## config.mk

```make
export PLATFORM = sky130hd
export DESIGN_NAME = regfile_writeback_queue
export DESIGN_NICKNAME = d
export VERILOG_FILES = /design/src/rtl/regfile_writeback_queue.sv
export SDC_FILE = /design/constraint.sdc
export NUM_CORES = 1
export LEC_CHECK = 0
export BUFFER_PORTS_ARGS = -buffer_cell sky130_fd_sc_hd__buf_2
export CORE_AREA = 2 2 171 173
export DETAILED_ROUTE_END_ITERATION = 7
export DIE_AREA = 0 0 173 175
export GPL_TIMING_DRIVEN = 0
export PLACE_DENSITY = 0.73
export SLEW_MARGIN = 20
export SYNTH_ARGS = -nofsm -noshare
export SYNTH_HDL_FRONTEND = slang
export SYNTH_SLANG_ARGS = --single-unit
export TNS_END_PERCENT = 10
```

## constraint.sdc

```tcl
create_clock -name clock -period 3.3 [get_ports clock]
set_input_delay 0.66 -clock clock [delete_from_list [all_inputs] [get_ports clock]]
set_output_delay 0.66 -clock clock [all_outputs]
set_load 0.02 [all_outputs]
```

## src/rtl/regfile_writeback_queue.sv

```systemverilog
// regfile_writeback_queue
//   Producer-side end of the register file write port. Collects writeback
//   requests from the ALU and load paths into a small in-order FIFO and
//   drives the register file's single write port one entry per cycle.
//   Also provides a forwarding lookup and a pending-write mask, so the read
//   side can see values that have not been committed yet.
//
// Ports
//   clock, reset_n          clock, asynchronous active-low reset
//   alu_valid/ready/rd/data ALU writeback request channel
//   mem_valid/ready/rd/data load writeback request channel
//   wr_en/wr_select/wr_data registered register-file write port
//   fwd_select              register being read by the read side
//   fwd_hit/fwd_data        youngest pending value for fwd_select
//   pending                 one bit per register with a queued or in-flight write
//   count                   current FIFO occupancy
module regfile_writeback_queue #(
  parameter int DEPTH = 4,
  parameter int PTR_W = 2
) (
  input  logic             clock,
  input  logic             reset_n,
  input  logic             alu_valid,
  output logic             alu_ready,
  input  logic [4:0]       alu_rd,
  input  logic [31:0]      alu_data,
  input  logic             mem_valid,
  output logic             mem_ready,
  input  logic [4:0]       mem_rd,
  input  logic [31:0]      mem_data,
  output logic             wr_en,
  output logic [4:0]       wr_select,
  output logic [31:0]      wr_data,
  input  logic [4:0]       fwd_select,
  output logic             fwd_hit,
  output logic [31:0]      fwd_data,
  output logic [31:0]      pending,
  output logic [PTR_W:0]   count
);

  localparam logic [PTR_W:0] DEPTH_C    = (PTR_W+1)'(DEPTH);
  localparam logic [PTR_W:0] DEPTH_M1_C = (PTR_W+1)'(DEPTH - 1);

  logic [4:0]       rd_mem_r   [DEPTH];
  logic [31:0]      data_mem_r [DEPTH];
  logic [PTR_W-1:0] head_r;
  logic [PTR_W-1:0] tail_r;
  logic [PTR_W:0]   count_r;
  logic             wr_en_r;
  logic [4:0]       wr_select_r;
  logic [31:0]      wr_data_r;

  logic             alu_ready_s;
  logic             mem_ready_s;
  logic             enq_alu_s;
  logic             enq_mem_s;
  logic             pop_s;
  logic [PTR_W-1:0] mem_slot_s;
  logic [PTR_W-1:0] idx_s;
  logic             fwd_hit_s;
  logic [31:0]      fwd_data_s;
  logic [31:0]      pending_s;

  // Ready depends only on registered occupancy. A slot freed by this edge's
  // pop is not reused, so the load path is only admitted at DEPTH-1 when the
  // ALU is not claiming the last free slot.
  always_comb begin
    alu_ready_s = (count_r < DEPTH_C);
    mem_ready_s = (count_r < DEPTH_M1_C) || ((count_r == DEPTH_M1_C) && !alu_valid);
    // x0 requests complete their handshake but never occupy a slot
    enq_alu_s   = alu_valid && alu_ready_s && (alu_rd != 5'd0);
    enq_mem_s   = mem_valid && mem_ready_s && (mem_rd != 5'd0);
    pop_s       = (count_r != '0);
    // the load entry lands behind the ALU entry when both are enqueued
    mem_slot_s  = enq_alu_s ? (tail_r + PTR_W'(1)) : tail_r;
  end

  // FIFO storage, pointers, occupancy and the registered write port
  always_ff @(posedge clock or negedge reset_n) begin
    if (!reset_n) begin
      head_r      <= '0;
      tail_r      <= '0;
      count_r     <= '0;
      wr_en_r     <= 1'b0;
      wr_select_r <= 5'd0;
      wr_data_r   <= 32'd0;
      for (int i = 0; i < DEPTH; i++) begin
        rd_mem_r[i]   <= 5'd0;
        data_mem_r[i] <= 32'd0;
      end
    end else begin
      if (pop_s) begin
        wr_en_r     <= 1'b1;
        wr_select_r <= rd_mem_r[head_r];
        wr_data_r   <= data_mem_r[head_r];
        head_r      <= head_r + PTR_W'(1);
      end else begin
        // select/data hold their last values while idle
        wr_en_r     <= 1'b0;
      end
      if (enq_alu_s) begin
        rd_mem_r[tail_r]   <= alu_rd;
        data_mem_r[tail_r] <= alu_data;
      end
      if (enq_mem_s) begin
        rd_mem_r[mem_slot_s]   <= mem_rd;
        data_mem_r[mem_slot_s] <= mem_data;
      end
      tail_r  <= tail_r + PTR_W'(enq_alu_s) + PTR_W'(enq_mem_s);
      count_r <= count_r - (PTR_W+1)'(pop_s) + (PTR_W+1)'(enq_alu_s) + (PTR_W+1)'(enq_mem_s);
    end
  end

  // Forwarding and pending mask. Lowest priority first: the output stage, then
  // FIFO entries oldest to youngest, so the youngest match overwrites older ones.
  always_comb begin
    fwd_hit_s  = 1'b0;
    fwd_data_s = 32'd0;
    pending_s  = 32'd0;
    idx_s      = head_r;
    if (wr_en_r) begin
      pending_s[wr_select_r] = 1'b1;
      if (wr_select_r == fwd_select) begin
        fwd_hit_s  = 1'b1;
        fwd_data_s = wr_data_r;
      end else begin
        fwd_hit_s  = fwd_hit_s;
      end
    end else begin
      pending_s = pending_s;
    end
    for (int i = 0; i < DEPTH; i++) begin
      idx_s = head_r + PTR_W'(i);
      if ((PTR_W+1)'(i) < count_r) begin
        pending_s[rd_mem_r[idx_s]] = 1'b1;
        if (rd_mem_r[idx_s] == fwd_select) begin
          fwd_hit_s  = 1'b1;
          fwd_data_s = data_mem_r[idx_s];
        end else begin
          fwd_hit_s  = fwd_hit_s;
        end
      end else begin
        pending_s = pending_s;
      end
    end
    pending_s[0] = 1'b0;
    // x0 is hard-wired, nothing is ever forwarded for it
    if (fwd_select == 5'd0) begin
      fwd_hit_s  = 1'b0;
      fwd_data_s = 32'd0;
    end else begin
      fwd_hit_s  = fwd_hit_s;
    end
  end

  assign alu_ready = alu_ready_s;
  assign mem_ready = mem_ready_s;
  assign wr_en     = wr_en_r;
  assign wr_select = wr_select_r;
  assign wr_data   = wr_data_r;
  assign fwd_hit   = fwd_hit_s;
  assign fwd_data  = fwd_data_s;
  assign pending   = pending_s;
  assign count     = count_r;

endmodule

```

==> results.md <==
* Clock slew at reported path FFs at 0.09 ns
* Power density over the cells at 1340 mW/mm2
* Antenna cells at 0
* Placeable Area at 0.0284 mm2
* Nets at between 2000 and 2500
* Crit path DAT at 3.37 ns
* Synth top cells by count: 251 x mux2i_1, 231 x nand2_1, 193 x dfrtp_1
* Most used cell, CP: buf_6
* Worst-path fanout max at 6
* Synthesized area at 0.0152 mm2
* Sink Count at ~190
* Final setup viols at 64
* TritonCTS Buffers at 17
* CTS tree: done
* Grt met1 use at 0.512
* P&R area growth vs syn at 22.4%
* Post-synth EDFFs at 0
* Via density at 6.76
* Fraction of registers with async set/reset at 1.00
* Pre-antenna DRT Iters at 8
* Fin crit share at 1.22
* Crit path max-delay cell type: mux4_2
* DRC Markers at 0
* CP peak stage delay at between 0.5 and 0.6 ns
* HPWL after DPL at between 40 and 50 mm
* Clock skew at approximately 0.013 ns
* Depth of the CTS H-tree at 4
* First-pass GRT wire length at 90.6 mm
* Crit Path Class: flip-flop to output port
* Root buf cell: clkbuf_16
* Hold Crit Class: input port to async pin
* Die Wd at 173 um
* Crit path launch type: flip-flop
* Synthesized Nets at roughly 1800
* CP startpoint: head_r[0]
* Pin count of the biggest net entering global routing at 76
* Static Leak at approximately 8.7 nW
* Total gr overflow at 0
* Crit-path leading delay family: buffers and inverters
* Filler cells at 2367
* #FFs+latches synth at roughly 190
* Cells after Synth at between 1500 and 2000
* DP Cell Count at between 2000 and 2500
* Gr busiest metal: met2
* RSZ-0062 raised after global routing: yes
* Count of cell types in the netlist at 45
* Most frequent cell after synthesis: mux2i_1
* Initial Util at 0.535
* Setup ws final at -0.726 ns
* CP required at roughly 2.6 ns
* Routed len/inst at about 25 um
* Final instance area at about 0.019 mm2
* Post-layout util at 0.654
* Syn Area/Cell at 8.68 um2
* Post-route insts no fill at approximately 2400
* Count of final hold-check violations at 0
* CP Cell Sequence: buf_6, mux4_2, xnor2_1, nand4_1, buf_6, buf_4, or3_1, a32oi_1, a221o_1, buf_6
* Status: finished with violations
* Final WL at between 60 and 70 mm
* Initial antenna violation count at 1
* Fmax achieved at ~250 MHz
* Die ar. at between 0.03 and 0.04 mm2
* Die height at between 150 and 200 um
* Seq/Total Area, Yosys at 0.318
* Final antenna-violating net count at 0
* Met3 GRT Util at 0.0888
* Hold_buf cts at 0
* Pins Over Slew Limit at 0
* # rows at 62
* Number of global-route vias before repair at about 15000
* Period minus WS final at 4.03 ns
* Synth warn at 0
* VDD IR max at between 0.0006 and 0.0007 V
* Failing checks: negative setup slack
* Top FF cell, synth: dfrtp_1
* Via count at ~16000
* Critical Path End Type: output port
* Placed cell area at between 0.015 and 0.02 mm2
* GPL Wtd Cong at 0.946
* Synth area leader: dfrtp_1
* GR Util All Layers at 0.388
* Synth top area share at 0.318
* I/O Pins at 191
* Detailed Route Iter0 Violations at roughly 2300
* RR Startpoint: count[2]
* Share of cells above drive strength 1 at 0.262
* Max Cap Viol at 0
* Max Root-Sink Buffers at 2
* GR Util met2 at 0.592
* WP buf/inv at 4
* Dominant cells by area after synthesis: dfrtp_1 32%, mux2i_1 17%, o21ai_0 5.8%, nand2_1 5.7%, a21oi_1 3.6%
* Relative slew slack at 0.259
* Hold WS at ~0.094 ns
* Clock latency on the worst-skew pair at roughly 0.47 ns
* Slew @ Worst Pin at roughly 1.1 ns
* Port bufs at around 180
layout by cell type (no fill, tap or decap), types with 5 or more instances in the layout:
master,netlist,final
a211oi_1,32,19
a211oi_2,1,14
a21oi_1,108,107
a221o_1,32,32
a22oi_1,60,56
a32oi_1,32,32
and2_1,29,29
and3_1,9,5
buf_1,7,6
buf_12,0,13
buf_2,52,171
buf_4,6,69
buf_6,15,35
buf_8,0,8
clkbuf_1,71,40
clkbuf_16,0,20
clkbuf_2,0,20
dfrtp_1,193,192
ha_1,7,6
inv_1,16,15
inv_8,0,5
mux2_2,44,40
mux2i_1,251,249
mux4_2,20,20
nand2_1,231,228
nand2b_1,6,5
nand3_1,32,31
nor2_1,119,99
nor2_2,0,10
nor2_4,0,10
nor2b_1,31,31
nor3_1,46,37
nor3_4,0,5
o211ai_1,11,11
o211ai_2,21,21
o21ai_0,175,171
or3_1,33,32
xnor2_1,20,14
xnor2_2,0,6
xor2_1,9,9
what timing repair did:
item,CTS,global route
cloned,2,3
pin swaps,17,29
buffers inserted,26,9
setup endpoints to repair,67,72
resized for setup,213,75
cell families after synthesis:
kind of cell | count (synthesis) | synth area share
AND/OR/NAND/NOR | 556 | 0.167
AO/OA/AOI/OAI | 478 | 0.205
multiplexers | 315 | 0.228
flip-flops | 193 | 0.318
buffers and inverters | 167 | 0.0545
XOR/XNOR | 29 | 0.0167
adder cells (fa/ha/maj) | 10 | 0.00973
other | 1 | 0.000247
flip-flops by register name (all words and copies together) (netlist names):
name	cells
count	3
wr_data	32
wr_en	1
data_mem_r	128
tail_r	2
wr_select	5
head_r	2
rd_mem_r	20
area by class of cell:
class | instances | area (um2) | area share
Sequential cell | 193 | 4830 | 0.260
Timing Repair Buffer | 226 | 1590 | 0.0854
Inverter | 16 | 62.6 | 0.00337
Clock buffer | 17 | 425 | 0.0229
Tap cell | 384 | 480 | 0.0259
Clock inverter | 15 | 190 | 0.0102
Multi-Input combinational cell | 1389 | 9960 | 0.536
Buffer | 147 | 1040 | 0.0560
report_power, final:
| group | switching, mW | internal [mW] | leakage (nW) |
|---|---|---|---|
| registers | 1.30 | 3.61 | 2.29 |
| clock network | 1.11 | 1.16 | 0.293 |
| logic | 10.8 | 7.01 | 6.15 |
metal layers:
metal	up-vias	routed length, um
li1	6879	-
met1	7810	23500
met2	1194	27200
met3	257	6650
met4	4	2960
met5	-	52
per-stage QoR:
step	setup slack (ns)	setup TNS, ns	power [mW]
2_1_floorplan	0.00768	0	14.9
4_1_cts	-0.640	-26.05	23.6
3_5_place_dp	-1.18	-60.80	19.7
5_1_grt	-0.754	-32.47	26.1
3_3_place_gp	-1.82	-400.68	19.4
6_report	-0.726	-28.64	25.0
worst paths after layout:
check / endpoint / slack (ns) / cells after the start
setup / recovery: fwd_data[31] / -0.73 / 10
hold / removal: wr_select[0] / 0.09 / 1
setup reg to reg: count[2] / 0.05 / 9
hold reg to reg: wr_data[27] / 0.53 / 2
max in group asynchronous: data_mem_r[77] / 2.09 / 3
min in group clock: data_mem_r[19] / 0.44 / 3
(Power assumes the default switching activity.)
